### src/rtl/uart_rx.sv
// uart_rx: 16x-oversampled UART receiver with parity and framing checks
module uart_rx #(
  parameter int DATA_BITS  = 8,
  parameter int PARITY_EN  = 0,
  parameter int PARITY_ODD = 0
) (
  input  logic                 clk,
  input  logic                 rst,
  input  logic                 rx_tick,
  input  logic                 i_rx,
  output logic [DATA_BITS-1:0] o_data,
  output logic                 o_valid,
  output logic                 o_frame_err,
  output logic                 o_parity_err,
  output logic                 o_busy
);
  typedef enum logic [2:0] {IDLE, START, DATA, PARITY, STOP} state_t;
  state_t state, state_n;
  logic [1:0] sync;
  logic rx_s, mid, par, par_n, perr, perr_n, fin;
  logic [3:0] tcnt, tcnt_n;
  logic [2:0] bcnt, bcnt_n;
  logic [DATA_BITS-1:0] sh, sh_n;
  assign rx_s = sync[1];
  assign mid = tcnt == 4'd15;
  assign o_busy = state != IDLE;
  always_comb begin
    state_n = state;
    tcnt_n = tcnt;
    bcnt_n = bcnt;
    sh_n = sh;
    par_n = par;
    perr_n = perr;
    fin = 1'b0;
    if (rx_tick) begin
      tcnt_n = tcnt + 4'd1;
      case (state)
        IDLE: begin
          tcnt_n = '0;
          par_n = 1'b0;
          perr_n = 1'b0;
          state_n = rx_s ? IDLE : START;
        end
        START: if (tcnt == 4'd7) begin
          tcnt_n = '0;
          bcnt_n = '0;
          state_n = rx_s ? IDLE : DATA;
        end
        DATA: if (mid) begin
          sh_n = {rx_s, sh[DATA_BITS-1:1]};
          par_n = par ^ rx_s;
          bcnt_n = bcnt + 3'd1;
          if (bcnt == 3'(DATA_BITS - 1)) state_n = (PARITY_EN != 0) ? PARITY : STOP;
        end
        PARITY: if (mid) begin
          perr_n = rx_s != (par ^ (PARITY_ODD != 0));
          state_n = STOP;
        end
        STOP: if (mid) begin
          fin = 1'b1;
          state_n = IDLE;
        end
        default: state_n = IDLE;
      endcase
    end
  end
  always_ff @(posedge clk) begin
    if (rst) begin
      state <= IDLE;
      sync <= 2'b11;
      tcnt <= '0;
      bcnt <= '0;
      sh <= '0;
      par <= 1'b0;
      perr <= 1'b0;
      o_data <= '0;
      o_valid <= 1'b0;
      o_frame_err <= 1'b0;
      o_parity_err <= 1'b0;
    end else begin
      sync <= {sync[0], i_rx};
      state <= state_n;
      tcnt <= tcnt_n;
      bcnt <= bcnt_n;
      sh <= sh_n;
      par <= par_n;
      perr <= perr_n;
      o_valid <= fin;
      if (fin) begin
        o_data <= sh;
        o_frame_err <= ~rx_s;
        o_parity_err <= perr;
      end
    end
  end
endmodule
### config.mk
export PLATFORM = sky130hd
export DESIGN_NAME = uart_rx
export DESIGN_NICKNAME = d
export VERILOG_FILES = /design/src/rtl/uart_rx.sv
export SDC_FILE = /design/constraint.sdc
export NUM_CORES = 1
export LEC_CHECK = 0
export BUFFER_PORTS_ARGS = -buffer_cell sky130_fd_sc_hd__buf_2
export CAP_MARGIN = 20
export CORE_ASPECT_RATIO = 0.6
export CORE_MARGIN = 1
export CORE_UTILIZATION = 56
export CTS_CLUSTER_SIZE = 30
export DETAILED_ROUTE_END_ITERATION = 8
export PLACE_DENSITY_LB_ADDON = 0.3
export RECOVER_POWER = 25
export SLEW_MARGIN = 20
export SYNTH_ARGS = -nofsm -noshare
export SYNTH_HDL_FRONTEND = slang
export SYNTH_SLANG_ARGS = --single-unit
### constraint.sdc
create_clock -name clk -period 2.24 [get_ports clk]
set_clock_uncertainty 0.15 [all_clocks]
set_input_delay 0.112 -clock clk [delete_from_list [all_inputs] [get_ports clk]]
set_output_delay 0.112 -clock clk [all_outputs]
set_load 0.02 [all_outputs]
==> results of run 1 <==
-- logic make-up (layout without fill, tap and decap cells) --
group | count (synthesis) | after routing
AND/OR/NAND/NOR | 82 | 82
AO/OA/AOI/OAI | 35 | 35
flip-flops | 33 | 33
buffers and inverters | 16 | 27
multiplexers | 4 | 4
adder cells (fa/ha/maj) | 3 | 3
XOR/XNOR | 2 | 2
-- how the worst max path moves through the flow --
stage	startpoint	to	slack, ns	depth (start not counted)
after floorplan	tcnt[0]$_SDFFE_PP0P_	state[0]$_SDFFE_PP0P_	0.39	6
after global placement	tcnt[0]$_SDFFE_PP0P_	state[0]$_SDFFE_PP0P_	0.25	5
after detailed placement	tcnt[0]$_SDFFE_PP0P_	state[0]$_SDFFE_PP0P_	0.21	5
after CTS	tcnt[0]$_SDFFE_PP0P_	state[0]$_SDFFE_PP0P_	0.20	5
after global routing	tcnt[0]$_SDFFE_PP0P_	o_data[4]$_SDFFE_PP0P_	0.03	5
final	tcnt[0]$_SDFFE_PP0P_	state[0]$_SDFFE_PP0P_	0.18	5
-- power breakdown --
group | total (mW) | internal [mW] | switching (mW)
combinational | 0.0347 | 0.0125 | 0.0223
clock | 0.576 | 0.362 | 0.214
sequential | 0.592 | 0.589 | 0.00319
-- flip-flops by register name, summed over array words and instances (netlist names) --
signal and cells:
o_valid 1, o_data 8, o_frame_err 1, perr 1, tcnt 4, par 1
sync 2, sh 8, o_parity_err 1, state 3, bcnt 3
-- cells in the final DEF, fill, tap and decap left out, types with 2 or more instances in the layout --
cell      count
a21oi_1      22
a22oi_1       3
and3_1        3
and3b_1       2
buf_2         6
clkbuf_1     10
clkbuf_8      6
dfxtp_1      33
ha_1          3
inv_1         3
mux2i_1       3
nand2_1      40
nand2b_1      3
nand3_1       6
nor2_1        8
nor2b_1       3
nor3_1        4
nor3b_1       2
nor3b_2       2
o21ai_0       4
or2_2         2
-- tightest hold or removal path, cell delays in order --
cell	delay, ns
buf_2	0.17
nand3_1	0.09
nor2_1	0.04
-- stage by stage --
step | instances | total power [mW] | hold slack [ns]
global placement | 209 | 0.6374 | 0.1490
finish | 218 | 1.203 | 0.009755
floorplan | 175 | 0.6313 | 0.06581
CTS | 218 | 1.207 | 0.004523
global route | 218 | 1.236 | 0.01394
detailed placement | 209 | 0.6385 | 0.1490
-- metal layers --
metal | wire (um) | up-vias
met5 | 0 | -
met4 | 33 | 0
met1 | 1383 | 551
met2 | 1235 | 39
li1 | - | 617
met3 | 223 | 6
-- area by class of cell --
| cell class | count | share of cell area (%) |
|---|---|---|
| flip-flops and latches | 33 | 40.27 |
| clock buffers | 7 | 5.263 |
| multi-input cells | 126 | 45.00 |
| clock inverters | 1 | 1.831 |
| inverters | 3 | 0.6865 |
| repair buffers | 16 | 4.500 |
| well taps | 32 | 2.441 |
==> flow_summary.yaml, run 1 <==
timing:
  maxSlewHeadroom_pct: 61.78
  tightest_slew_ns: 0.5733
  finalMaxSlewViolations: 0
  timing.final.crit_share_pct: 91.85
  max_freq_mhz: 486.0
  min_period_ns: 2.058
  fin_ws_ns: 0.1825
  setup_viol: 0
  rsz0062_at_grt: "false"
  finalHoldViolCount: 0
  tns_ns: 0
worst_setup_path:
  rrSetupSlack_ns: 0.18
  slowest_delay_ns: 0.40
  reg2reg_to: "state[0]$_SDFFE_PP0P_"
  worstPathCellList: "ha_1 > and3_1 > nand2_4 > a211oi_4 > mux2_4"
  crit_family: "simple AND/OR/NAND/NOR gates"
  end_kind: "register"
  critPathMaxFanout: 9
  critPathRequiredTime_ns: 2.27
  critPathKind: "reg2reg"
  cp-start-kind: "register"
  worstRegToRegCells: 5
  worstReg2RegStart: "tcnt[0]$_SDFFE_PP0P_"
  timing.critical_path.slowest_stage_cell: "and3_1"
  worst-path-buf-inv: 0
  arrival_ns: 2.09
clock_network:
  clock-sinks: 33
  cts_resized: 0
  cts_made_buffers: 5
  cts_tree: "yes"
  clk_path_buf_depth: 2
  cts_root_buf: "clkbuf_8"
  cts_setup_buffers: 0
  clk_pin_slew_ns: 0.07
  clock_latency_ns: 0.29
  cts_hold_buf: 1
  h-tree-depth: 2
synthesis:
  netlist.top_cell.by_area: "dfxtp_1"
  synthAdderAreaFrac_pct: 2.538
  yosysMostFrequentCell: "nand2_1"
  synth-async-reset-ratio_pct: 0
  synth.mux.area_fraction_pct: 3.046
  synth_flop_cell: "dfxtp_1"
  synth_top_area_share_pct: 44.67
  synth_area_mm2: 0.001479
  synth_nets: 182
  synth_edf_count: 0
  ys_seq_elements: 33
  synth_compound_area_share_pct: 15.06
  synth_top_family_by_area: "simple AND/OR/NAND/NOR gates"
  synth.yosys.warnings: 0
  synthSimpleGateAreaFrac_pct: 28.09
  synthTopCellsByArea: "dfxtp_1, nand2_1, a21oi_1"
  synthXorXnorAreaFrac_pct: 1.184
  synth_cell_type_count: 38
  seq_area_frac_synth_pct: 44.67
  synth_common_cells: "nand2_1, dfxtp_1, a21oi_1"
  syn_area_per_cell_um2: 8.451
  syn_inst: 175
global_routing:
  grt_use_met2_pct: 31.18
  gr-usage-met3_pct: 11.81
  antenna_found_initial: 0
  use_met1_pct: 31.67
  grt_pass1_wl_um: 4719
  grt-ovfl-total: 0
  grtUsageTotal_pct: 23.64
  grt_max_degree: 37
  grt_pass1_vias: 1028
  busiest_layer: "met1"
place:
  dp_slack_ns: 0.2093
  gp_congestion: 0.9013
  hpwl_um: 1948
  place_area_mm2: 0.001525
  portBuffers: 15
detailed_routing:
  first_pass_iters: 4
  viasPerCell: 5.564
  drc_errors: 0
  antenna_left: 0
  drt_iter0_drc: 73
  wl_per_cell_um: 13.19
  via_count: 1213
  drt_wl_total_um: 2876
min_path:
  min-delay-path-class: "in2reg"
  min_path_cells: 3
  hold_end: "o_valid$_SDFF_PP0_"
  hp-start: "rx_tick"
die:
  io_pins: 16
  core_area_mm2: 0.002505
  rows: 14
  die_width_um: 68.35
  die_h_um: 41.81
  die_area_mm2: 0.002857
  start_util_pct: 59.04
final_layout:
  antenna-diode-count: 0
  finish.utilization_pct: 65.48
  stdcell_area_mm2: 0.001640
  register_area_um2: 660.6
  area_growth_pct: 10.91
  layout-drive-gt1-share_pct: 11.83
  fillCellCount: 209
  multi_input_area_um2: 738.2
  nets: 192
job:
  maxCapViolations: 0
power_and_ir_drop:
  irDropWorstVdd_mv: 0.6156
  p_leak_nw: 0.6296
  p_per_area_mw_per_mm2: 733.5
outcome:
  status: "finished clean"
Note: power is estimated with default switching activity, not from simulation.
==> inputs of run 2 (changes only) <==
--- a/config.mk
+++ b/config.mk
@@ -5,6 +5,7 @@
 export SDC_FILE = /design/constraint.sdc
 export NUM_CORES = 1
 export LEC_CHECK = 0
+export ABC_AREA = 1
 export BUFFER_PORTS_ARGS = -buffer_cell sky130_fd_sc_hd__buf_2
 export CAP_MARGIN = 20
 export CORE_ASPECT_RATIO = 0.6
==> run 2 against run 1 <==
Die area down 2.6%. Critical path depth up 2. Via count about the same. First-iteration DRC count up 68%. Cell area down 2.4%. Synthesized cell count up 6.9%. Critical endpoint is now o_frame_err$_SDFFE_PP0P_.
==> flow_summary.yaml, run 2 <==
timing:
  min_period_ns: 1.669
  tightest_slew_ns: 0.6066
  maxSlewHeadroom_pct: 59.51
  rsz0062_at_grt: "false"
  setup_viol: 0
  finalMaxSlewViolations: 0
  max_freq_mhz: 599.1
  tns_ns: 0
  finalHoldViolCount: 0
  timing.final.crit_share_pct: 74.51
synthesis:
  syn_inst: 187
  synthSimpleGateAreaFrac_pct: 32.35
  synth_common_cells: "nor2_1, dfxtp_1, nand2_1"
  synth_cell_type_count: 26
  synth_top_area_share_pct: 45.91
  synth_flop_cell: "dfxtp_1"
  synthAdderAreaFrac_pct: 2.609
  syn_area_per_cell_um2: 7.695
  seq_area_frac_synth_pct: 45.91
  synth_top_family_by_area: "simple AND/OR/NAND/NOR gates"
  yosysMostFrequentCell: "nor2_1"
  synth_edf_count: 0
  synth_area_mm2: 0.001439
  netlist.top_cell.by_area: "dfxtp_1"
  synth.yosys.warnings: 0
  synth_compound_area_share_pct: 12.17
  synth-async-reset-ratio_pct: 0
  synth.mux.area_fraction_pct: 0
  synthXorXnorAreaFrac_pct: 0.6087
  synth_nets: 194
  synthTopCellsByArea: "dfxtp_1, nor2_1, nand2_1"
  ys_seq_elements: 33
clock_network:
  cts_setup_buffers: 0
  cts_tree: "yes"
  clock_latency_ns: 0.28
  h-tree-depth: 2
  cts_root_buf: "clkbuf_8"
  cts_hold_buf: 2
  clk_path_buf_depth: 2
  clock-sinks: 33
  cts_resized: 0
  cts_made_buffers: 5
  clk_pin_slew_ns: 0.06
worst_setup_path:
  critPathRequiredTime_ns: 2.30
  worstSetupStartpoint: "tcnt[1]$_SDFFE_PP0P_"
  end_kind: "register"
  cp-start-kind: "register"
  reg2reg_to: "o_frame_err$_SDFFE_PP0P_"
  critPathMaxFanout: 12
  worstReg2RegStart: "tcnt[1]$_SDFFE_PP0P_"
  critPathKind: "reg2reg"
  rrSetupSlack_ns: 0.57
  worstRegToRegCells: 7
  arrival_ns: 1.73
min_path:
  hold_end: "tcnt[1]$_SDFFE_PP0P_"
  hp-start: "rx_tick"
  min-delay-path-class: "in2reg"
  min_path_cells: 3
detailed_routing:
  drt_iter0_drc: 123
  drt_wl_total_um: 2746
  drc_errors: 0
  first_pass_iters: 4
  viasPerCell: 5.166
  via_count: 1214
  antenna_left: 0
  wl_per_cell_um: 11.69
place:
  gp_congestion: 0.8593
  portBuffers: 15
  placedCellCount: 226
  hpwl_um: 1929
final_layout:
  final_common_cell: "nor2_1"
  antenna-diode-count: 0
  fillCellCount: 165
  reg_top3: "o_data (8), sh (8), tcnt (4)"
  final_cell_count_no_fill: 235
  final_cell_mix: "nor2_1, dfxtp_1, nand2_1"
  area_growth_pct: 11.22
  nets: 212
  layout-drive-gt1-share_pct: 13.17
outcome:
  status: "finished clean"
die:
  die_area_mm2: 0.002783
  core_area_mm2: 0.002293
  rows: 13
  die_h_um: 41.27
  start_util_pct: 62.74
  die_width_um: 67.44
  io_pins: 16
global_routing:
  grt_pass1_vias: 989
  grtUsageTotal_pct: 23.41
  grt-ovfl-total: 0
  grt_pass1_wl_um: 4478
  grt_max_degree: 26
  antenna_found_initial: 0
job:
  maxCapViolations: 0
power_and_ir_drop:
  irDropWorstVdd_mv: 0.5946
  p_leak_nw: 0.6612
  p_per_area_mw_per_mm2: 983.5
## run 2: cells by family after synthesis
group	Yosys count
compound gates	33
xor+xnor	1
fa+ha+maj	3
buf+inv	18
flops	33
simple gates	99
## run 2: worst max path at each step
| stage | endpoint | slack [ns] | cells after the start |
|---|---|---|---|
| floorplan | bcnt[0]$_SDFFE_PP0P_ | 0.77 | 8 |
| global placement | o_parity_err$_SDFFE_PP0P_ | 0.65 | 7 |
| detailed placement | o_frame_err$_SDFFE_PP0P_ | 0.58 | 7 |
| CTS | o_frame_err$_SDFFE_PP0P_ | 0.56 | 7 |
| global route | o_frame_err$_SDFFE_PP0P_ | 0.42 | 7 |
| finish | o_frame_err$_SDFFE_PP0P_ | 0.57 | 7 |
## run 2: where the power goes
| part | leakage [nW] | switching [mW] | internal, mW |
|---|---|---|---|
| registers | 0.267 | 0.0642 | 0.631 |
| clock network | 0.0443 | 0.200 | 0.243 |
| logic | 0.350 | 0.298 | 0.137 |
| total | 0.661 | 0.562 | 1.01 |
## run 2: layout make-up
cell class,instances,area (um2),area share (%)
Sequential cell,33,660.6,41.28
Timing Repair Buffer,17,81.33,5.082
Tap cell,30,37.54,2.346
Clock buffer,7,86.33,5.395
Inverter,12,47.55,2.971
Multi-Input combinational cell,136,686.9,42.92
## run 2: layer usage
layer	wire (um)	part of all wire, %	vias to the layer above	track usage [%]
met5	0	0	-	0
met2	1145	42	34	34.25
met4	35	1.3	0	9.574
li1	-	-	638	-
met3	156	5.7	7	8.333
met1	1409	51	535	31.31
## run 2: per-stage QoR
stage / worst slack (ns) / util, % / cell area [um2] / power (mW) / hold WS (ns)
6_report: 0.5709 / 69.78 / 1600 / 1.574 / 0.007989
3_3_place_gp: 0.6478 / 65.74 / 1508 / 1.117 / 0.1474
2_1_floorplan: 0.7705 / - / 1439 / 1.042 / 0.06581
3_5_place_dp: 0.5824 / 65.74 / 1508 / 1.131 / 0.1494
5_1_grt: 0.4234 / 69.78 / 1600 / 1.681 / 0.02788
4_1_cts: 0.5604 / 70.38 / 1614 / 1.570 / 0.008173
## run 2: critical path: stages, from the launching register on
cell and delay [ns]:
dfxtp_1 0.35, ha_1 0.26, nand3_4 0.15, nor2_8 0.14, nand3_4 0.13, clkinv_2 0.18
o21ai_0 0.10, a21oi_1 0.15
